==> src/rtl/reg_wb_queue.sv <==
// Writeback queue between execute and the register file: a small in-order FIFO
// that drains one entry per cycle and forwards its pending values to the read stage.
module reg_wb_queue #(
   parameter int XLEN  = 64,
   parameter int DEPTH = 4
) (
   input  logic                     clk,
   input  logic                     rst_n,
   input  logic                     in_valid,
   output logic                     in_ready,
   input  logic [4:0]               in_rd,
   input  logic [XLEN-1:0]          in_data,
   output logic                     wr_en,
   output logic [4:0]               wr_addr,
   output logic [XLEN-1:0]          wr_data,
   input  logic [4:0]               q_a1,
   input  logic [4:0]               q_a2,
   output logic                     hit1,
   output logic                     hit2,
   output logic [XLEN-1:0]          fwd1,
   output logic [XLEN-1:0]          fwd2,
   output logic [$clog2(DEPTH):0]   count
);

   localparam int PW = $clog2(DEPTH);
   localparam int CW = PW + 1;

   logic [PW-1:0]   head_q, head_d;
   logic [PW-1:0]   tail_q, tail_d;
   logic [CW-1:0]   count_q, count_d;
   logic [4:0]      rd_mem_q   [DEPTH];
   logic [XLEN-1:0] data_mem_q [DEPTH];

   logic            push;
   logic            pop;
   logic [PW-1:0]   idx;

   always_comb begin
      in_ready = (count_q != CW'(DEPTH));
      pop      = (count_q != '0);
      // x0 writes are accepted but never stored
      push     = in_valid && in_ready && (in_rd != 5'd0);

      head_d  = head_q;
      tail_d  = tail_q;
      count_d = count_q;
      if (pop) begin
         head_d = head_q + PW'(1);
      end
      if (push) begin
         tail_d = tail_q + PW'(1);
      end
      if (push && !pop) begin
         count_d = count_q + CW'(1);
      end else if (pop && !push) begin
         count_d = count_q - CW'(1);
      end
   end

   always_ff @(posedge clk or negedge rst_n) begin
      if (!rst_n) begin
         head_q  <= '0;
         tail_q  <= '0;
         count_q <= '0;
      end else begin
         head_q  <= head_d;
         tail_q  <= tail_d;
         count_q <= count_d;
      end
   end

   // Entry storage is not reset; occupancy alone decides validity.
   always_ff @(posedge clk) begin
      if (push) begin
         rd_mem_q[tail_q]   <= in_rd;
         data_mem_q[tail_q] <= in_data;
      end
   end

   always_comb begin
      wr_en   = pop;
      wr_addr = pop ? rd_mem_q[head_q]   : 5'd0;
      wr_data = pop ? data_mem_q[head_q] : '0;
      count   = count_q;
   end

   // Walk oldest to youngest so the last match seen wins.
   always_comb begin
      hit1 = 1'b0;
      hit2 = 1'b0;
      fwd1 = '0;
      fwd2 = '0;
      idx  = '0;
      for (int i = 0; i < DEPTH; i++) begin
         idx = head_q + PW'(i);
         if (CW'(i) < count_q) begin
            if ((q_a1 != 5'd0) && (rd_mem_q[idx] == q_a1)) begin
               hit1 = 1'b1;
               fwd1 = data_mem_q[idx];
            end
            if ((q_a2 != 5'd0) && (rd_mem_q[idx] == q_a2)) begin
               hit2 = 1'b1;
               fwd2 = data_mem_q[idx];
            end
         end
      end
   end

endmodule

==> config.mk <==
export PLATFORM = sky130hd
export DESIGN_NAME = reg_wb_queue
export DESIGN_NICKNAME = d
export VERILOG_FILES = /design/src/rtl/reg_wb_queue.sv
export SDC_FILE = /design/constraint.sdc
export NUM_CORES = 1
export LEC_CHECK = 0
export ABC_AREA = 1
export CAP_MARGIN = 15
export CORE_ASPECT_RATIO = 0.7
export CORE_MARGIN = 4
export CORE_UTILIZATION = 50
export DETAILED_ROUTE_END_ITERATION = 8
export PLACE_DENSITY = 0.79
export SETUP_SLACK_MARGIN = 0.4
export SYNTH_ARGS = -nofsm -noshare
export SYNTH_HDL_FRONTEND = slang
export SYNTH_SLANG_ARGS = --single-unit
==> constraint.sdc <==
create_clock -name clk -period 13 [get_ports clk]
set_clock_uncertainty 0.15 [all_clocks]
set_input_delay 1.3 -clock clk [delete_from_list [all_inputs] [get_ports clk]]
set_output_delay 1.3 -clock clk [all_outputs]
set_load 0.1 [all_outputs]
Word-level counts from Yosys, hierarchy flattened

Memory sizes are Yosys's and may differ from the RTL's.
Cells that the tools add are included.

Add/subtract/negate cells: 6
Multiply operators: 0
Divide/modulo/power cells: 0
Order comparisons: 4
Equal/unequal tests: 9
Shift-type cells: 0
Multiplexer cells: 38
Bitwise operators: 0
Reductions and logical operators: 19

Operators with widths:

| cell                  | number |
|---|---|
| $mux W64              | 17 |
| $eq A5 B5 Y1          | 8 |
| $mux W1               | 18 |
| $reduce_bool A5 Y1    | 3 |
| $logic_and A1 B1 Y1   | 12 |
| $lt A1 B3 Y1 const A  | 2 |
| $lt A2 B3 Y1 const A  | 2 |
| $mux W3               | 2 |
| $mux W5               | 1 |
| $add A2 B1 Y2 const B | 2 |
| $add A2 B2 Y2 const B | 2 |
| $add A3 B1 Y3 const B | 1 |
| $ne A3 B3 Y1 const B  | 1 |
| $reduce_bool A3 Y1    | 1 |
| $sub A3 B1 Y3 const B | 1 |
| $logic_not A1 Y1      | 2 |
| $reduce_bool A2 Y1    | 1 |

Register bits after elaboration: 7
Bits in latches: 0
RAM bits: 276
Bits in read-only memories: 0
Input bits: 82
Output and inout bits: 204
Word-level logic and storage cells: 81
Memories: 2

Memories:

| name       | depth | width | read ports | clocked after Yosys merged registers in | wr ports | RTL line | text |
|---|---|---|---|---|---|---|---|
| data_mem_q | 4     | 64    | 4          | 0                                       | 1        | 32       | `logic [XLEN-1:0] data_mem_q [DEPTH];` |
| rd_mem_q   | 4     | 5     | 4          | 0                                       | 1        | 31       | `logic [4:0] rd_mem_q [DEPTH];` |

Longest topological paths before layout

An unclocked memory read counts as a cell.

Depth after elaboration: 11
Depth in mapped cells: 18
Mapped depth without buffers: 14

Least setup slack after synthesis

Ideal clock, no wire load.

Path kind: register to register
Start: reg count_q[0], in the netlist count[0]
End: mem data_mem_q[0][0], enable pin
Library setup time: 0.497 ns
Arrival: 5.364 ns
Required time: 12.353 ns
Setup slack: 6.989 ns
Stages on the path, launching flop included: 7
Buffers on the path: 0
Clock period less this slack: 6.011 ns
Cells stage by stage: dfrtp_1 -> inv_1 -> ha_1 -> nand2_1 -> and2_1 -> nand2_1 -> nor2_1

Word-level cells in the longest chain between the ends: 5

RTL lines:

| item                              | RTL line | text |
|---|---|---|
| from (decl)                       | 30       | `logic [CW-1:0] count_q, count_d;` |
| from (signal assigned)            | 68       | `count_q <= count_d;` |
| $ne A3 B3 Y1                      | 39       | `in_ready = (count_q != CW'(DEPTH));` |
| named net in_ready                | 10       | `output logic in_ready,` |
| $logic_and A1 B1 Y1 (2 in series) | 42       | `push = in_valid && in_ready && (in_rd != 5'd0);` |
| $mux W1                           | 74       | `if (push) begin` |
| $mux W1 (not written as such)     | 76       | `data_mem_q[tail_q] <= in_data;` |
| to (decl)                         | 32       |  |

The timed path passes the listed nets, and every way through them passes these cells.

Final worst setup path

Start: reg head_q[1]
End: out hit2

Word-level cells in the longest chain between the ends: 11
Elaborated cells on any way between the ends: 20
Classes of those cells: add/sub (3); eq/ne (4); mux (8); reduce/logical (4); memory (1)

RTL lines:

| item                   | RTL line | text |
|---|---|---|
| from (decl)            | 28       | `logic [PW-1:0] head_q, head_d;` |
| from (signal assigned) | 62       | `head_q <= '0;` |
| from (signal assigned) | 66       | `head_q <= head_d;` |
| $mem_v2 Z4 W5 *        | -        |  |
| $eq A5 B5 Y1           | 101      | `if ((q_a2 != 5'd0) && (rd_mem_q[idx] == q_a2)) begin` |
| $logic_and A1 B1 Y1    | 101      |  |
| $mux W1                | 101      |  |
| $mux W1                | 96       | `if (CW'(i) < count_q) begin` |
| $mux W1                | 101      |  |
| $mux W1                | 96       |  |
| $mux W1                | 101      |  |
| $mux W1                | 96       |  |
| $mux W1                | 101      |  |
| $mux W1 *              | 96       |  |
| to (decl)              | 19       | `output logic hit2,` |

Mark *: on every way between the ends. The rest lies on a longest branch, timed or not.

==> metrics.txt <==
# TYPE chip_impl_metric gauge
chip_impl_info{name="tritoncts_clock_tree",value="done"} 1
chip_impl_metric{name="vias",unit=""} 22590
chip_impl_metric{name="row_count",unit=""} 63
chip_impl_metric{name="syn-cell-area",unit="µm²"} 21820
chip_impl_metric{name="core_area",unit="µm²"} 42720
chip_impl_metric{name="gr-usage-all-layers",unit=""} 0.2828
chip_impl_metric{name="pre_cts_ws",unit="ps"} 4573
chip_impl_metric{name="ioPinCount",unit=""} 286
chip_impl_metric{name="final-hold-violation-count",unit=""} 0
chip_impl_metric{name="global_route.overflow_total",unit=""} 0
chip_impl_metric{name="yosys_register_bits",unit=""} 283
chip_impl_metric{name="route.final.wire_length",unit="µm"} 69120
chip_impl_metric{name="globalplace.congestion",unit=""} 0.9580
chip_impl_metric{name="drt_pass1_iterations",unit=""} 6
chip_impl_metric{name="fmax",unit="GHz"} 0.1094
chip_impl_metric{name="timing_worst_slew_pin_value",unit="ps"} 1119
chip_impl_metric{name="synthesis.area_per_instance",unit="µm²"} 6.437
chip_impl_metric{name="floorplan.die.width",unit="µm"} 257.7
chip_impl_info{name="critical-path-top-delay-family",value="buffers and inverters"} 1
chip_impl_metric{name="synthToLayoutAreaGrowth",unit="%"} 17.45
chip_impl_metric{name="synth.area.mux_share",unit=""} 0
chip_impl_metric{name="cts_repair_resize_count",unit=""} 0
chip_impl_metric{name="hpwlAfterDp",unit="µm"} 42030
chip_impl_metric{name="holdBufCountCts",unit=""} 0
chip_impl_info{name="run_status",value="finished clean"} 1
chip_impl_metric{name="antenna_nets_post_route",unit=""} 0
chip_impl_info{name="crit_slowest_cell",value="clkdlybuf4s50_1"} 1
chip_impl_info{name="cts_root_buf",value="clkbuf_16"} 1
chip_impl_info{name="critPathCaptureType",value="output port"} 1
chip_impl_metric{name="setup_ws",unit="ps"} 3858
chip_impl_metric{name="holdWs",unit="ps"} 395.9
chip_impl_metric{name="syn_inst",unit=""} 3389
chip_impl_metric{name="grt_first_pass_wirelength",unit="µm"} 108700
chip_impl_metric{name="fillCellCount",unit=""} 3943
chip_impl_metric{name="detail_route.vias_per_cell",unit=""} 5.526
chip_impl_metric{name="max_cap_violations",unit=""} 0
chip_impl_metric{name="setup_viol",unit=""} 0
chip_impl_metric{name="htreeDepth",unit=""} 2
chip_impl_metric{name="clk_pin_slew",unit="ps"} 60
chip_impl_metric{name="ys_types",unit=""} 29
chip_impl_metric{name="die_y",unit="µm"} 182.8
chip_impl_metric{name="vias_in_the_first_global_route",unit=""} 20740
chip_impl_info{name="rsz0062_at_grt",value="no"} 1
chip_impl_metric{name="share_of_the_cycle_needed_by_the_critical_path_after_routing",unit=""} 0.7032
chip_impl_metric{name="fraction_of_the_mapped_netlist_area_in_compound_gates",unit=""} 0.1224
chip_impl_metric{name="route.detailed.wl_per_inst",unit="µm"} 16.91
chip_impl_metric{name="critPathArrivalTime",unit="ps"} 7690
chip_impl_info{name="hold_path.class",value="reg2reg"} 1
chip_impl_metric{name="worstPathBufferInverterCount",unit=""} 4
chip_impl_metric{name="setup_tns",unit="ps"} 0
chip_impl_metric{name="yosys_warnings",unit=""} 0
chip_impl_metric{name="nets",unit=""} 3568
chip_impl_metric{name="slew_viol_final",unit=""} 0
chip_impl_metric{name="drt_drc_violations_left",unit=""} 0
chip_impl_info{name="main_combinational_cell_family_by_area_after_synthesis",value="simple AND/OR/NAND/NOR gates"} 1
chip_impl_metric{name="initial_utilization",unit=""} 0.5106
chip_impl_metric{name="synth_simple_gate_area_share",unit=""} 0.3720
chip_impl_metric{name="post_cts_buffers",unit=""} 0
chip_impl_info{name="cell_by_cell_listing_of_the_critical_path",value="buf_4 > nand2_1 > nand2_4 > buf_4 > nand2_1 > nand3_1 > nand2_1 > nor2_4 > buf_4 > nand3_4 > nand4_1 > clkdlybuf4s50_1"} 1
chip_impl_metric{name="maximum_number_of_pins_on_one_net_before_global_route_repair",unit=""} 280
chip_impl_metric{name="fp.dieArea",unit="µm²"} 47090
chip_impl_info{name="crit_type",value="reg2out"} 1
chip_impl_metric{name="io_buffer_count",unit=""} 285
chip_impl_metric{name="synth-adder-area-share",unit=""} 0.005162
chip_impl_metric{name="syn-num-nets",unit=""} 3480
chip_impl_info{name="worst_setup_path_start_kind",value="flop"} 1
chip_impl_metric{name="numClockSinks",unit=""} 283
chip_impl_metric{name="maximum_root_to_sink_buffer_count",unit=""} 3
chip_impl_metric{name="cp_slowest_stage_delay",unit="ps"} 1200
chip_impl_metric{name="synthXorXnorAreaFrac",unit=""} 0.004416
chip_impl_metric{name="cts_made_buffers",unit=""} 34
chip_impl_metric{name="drive_above_1_share",unit=""} 0.03113
chip_impl_metric{name="clock_latency",unit="ps"} 520
chip_impl_metric{name="cp.required",unit="ps"} 11550
chip_impl_metric{name="timing.slew.headroom",unit=""} 0.2543
chip_impl_metric{name="final_period_minus_worst_setup_slack",unit="ps"} 9142
chip_impl_metric{name="grt_antenna_before_repair",unit=""} 3
chip_impl_metric{name="post_synthesis_sequential_area_ratio",unit=""} 0.3879
chip_impl_metric{name="dr.first_iter.drc_count",unit=""} 2728
chip_impl_metric{name="worstPathMaxFanout",unit=""} 102
==> worst paths after layout <==
check	from	to	slack, ps	depth (start not counted)
worst max-delay path	head_q[1]	hit2	3860	12
worst min-delay path	count[1]	count[1]	400	2
worst max register to register	count[0]	data_mem_q[2][24]	9550	7
worst min register to register	count[1]	count[1]	400	2
max in group asynchronous	rst_n	head_q[0]	11530	1
min in group asynchronous	rst_n	tail_q[0]	890	1
==> area by class of cell <==
type                            instances  area (µm²)  share of cell area
Multi-Input combinational cell       2554       11160              0.4356
Sequential cell                       283        8471              0.3306
Timing Repair Buffer                  308        3038              0.1186
Inverter                              296        1114             0.04346
Clock buffer                           46        1001             0.03906
Tap cell                              585       732.0             0.02857
Clock inverter                         14       102.6            0.004004
Antenna cell                            2       5.005           0.0001953
==> sequential cells by signal, summed over array words and instances (netlist names) <==
register / count
count: 3
data_mem_q: 256
rd_mem_q: 20
head_q: 2
tail_q: 2
==> synthesized netlist by cell type <==
cell type | instances | share of area
or2_0 | 1 | 0.00029
a21oi_1 | 4 | 0.00092
nand2_4 | 1 | 0.00052
buf_4 | 20 | 0.0069
nor2_1 | 492 | 0.085
or2_2 | 1 | 0.00029
o21ai_0 | 456 | 0.10
edfxtp_1 | 276 | 0.38
clkbuf_1 | 60 | 0.010
nand2_2 | 4 | 0.0011
xnor2_1 | 1 | 0.00040
nand2_1 | 1175 | 0.20
inv_1 | 291 | 0.050
nor2b_1 | 2 | 0.00057
ha_1 | 9 | 0.0052
buf_1 | 30 | 0.0052
and2_1 | 1 | 0.00029
buf_2 | 142 | 0.033
nand3_1 | 192 | 0.044
nor2_2 | 2 | 0.00057
o21ai_1 | 70 | 0.016
xor2_1 | 10 | 0.0040
dfrtp_1 | 7 | 0.0080
inv_2 | 4 | 0.00069
nor3_1 | 1 | 0.00023
nand4_1 | 130 | 0.037
o21ai_2 | 2 | 0.00080
inv_4 | 1 | 0.00029
buf_6 | 4 | 0.0021
==> metal layers <==
layer	share of wire	wire length, µm	track usage	up-vias
met5	0.00012	8	0	-
met4	0.027	1867	0.08588	2
li1	-	-	-	11130
met1	0.43	29440	0.3953	9994
met2	0.43	30000	0.4486	1311
met3	0.11	7801	0.05700	156
==> kinds of logic (layout without fill, tap and decap cells) <==
| family | after synthesis | after routing |
|---|---|---|
| AOI/OAI and AO/OA | 532 | 532 |
| xor gates and xnor gates | 11 | 11 |
| adders and majority gates | 9 | 9 |
| buffers and inverters | 552 | 664 |
| DFF | 283 | 283 |
| other | 0 | 2 |
| and+or+nand+nor | 2002 | 2002 |
==> placed cells by master (no fill, tap or decap), types with 5 or more instances in the layout <==
| cell type | instances |
|---|---|
| edfxtp_1 | 276 |
| nor2_4 | 12 |
| nand2_1 | 1175 |
| buf_4 | 22 |
| clkbuf_16 | 38 |
| nand4_1 | 130 |
| nand3_4 | 6 |
| nand3_1 | 186 |
| dfrtp_1 | 5 |
| clkinv_2 | 9 |
| o21ai_1 | 70 |
| clkdlybuf4s50_1 | 285 |
| inv_1 | 291 |
| nor2_1 | 482 |
| clkbuf_1 | 6 |
| o21ai_0 | 456 |
| ha_1 | 9 |
| xor2_1 | 10 |
==> worst reg2reg max path: stages, from the launching register on <==
cell     delay (ps)
dfrtp_1         440
inv_1           120
ha_1            220
nand2_1          80
and2_1          140
nand2_1         280
nor2_4          730
buf_4           870
==> metrics by stage <==
stage / util / instances / area (µm²)
after floorplan: - / 3389 / 21820
after global placement: 0.5738 / 4026 / 24510
after detailed placement: 0.5738 / 4026 / 24510
after CTS: 0.5996 / 4086 / 25620
after global routing: 0.5997 / 4088 / 25620
final: 0.5997 / 4088 / 25620
Power is not shown: default switching activity piles up to over one toggle a cycle in this logic, so the estimate is an artifact.
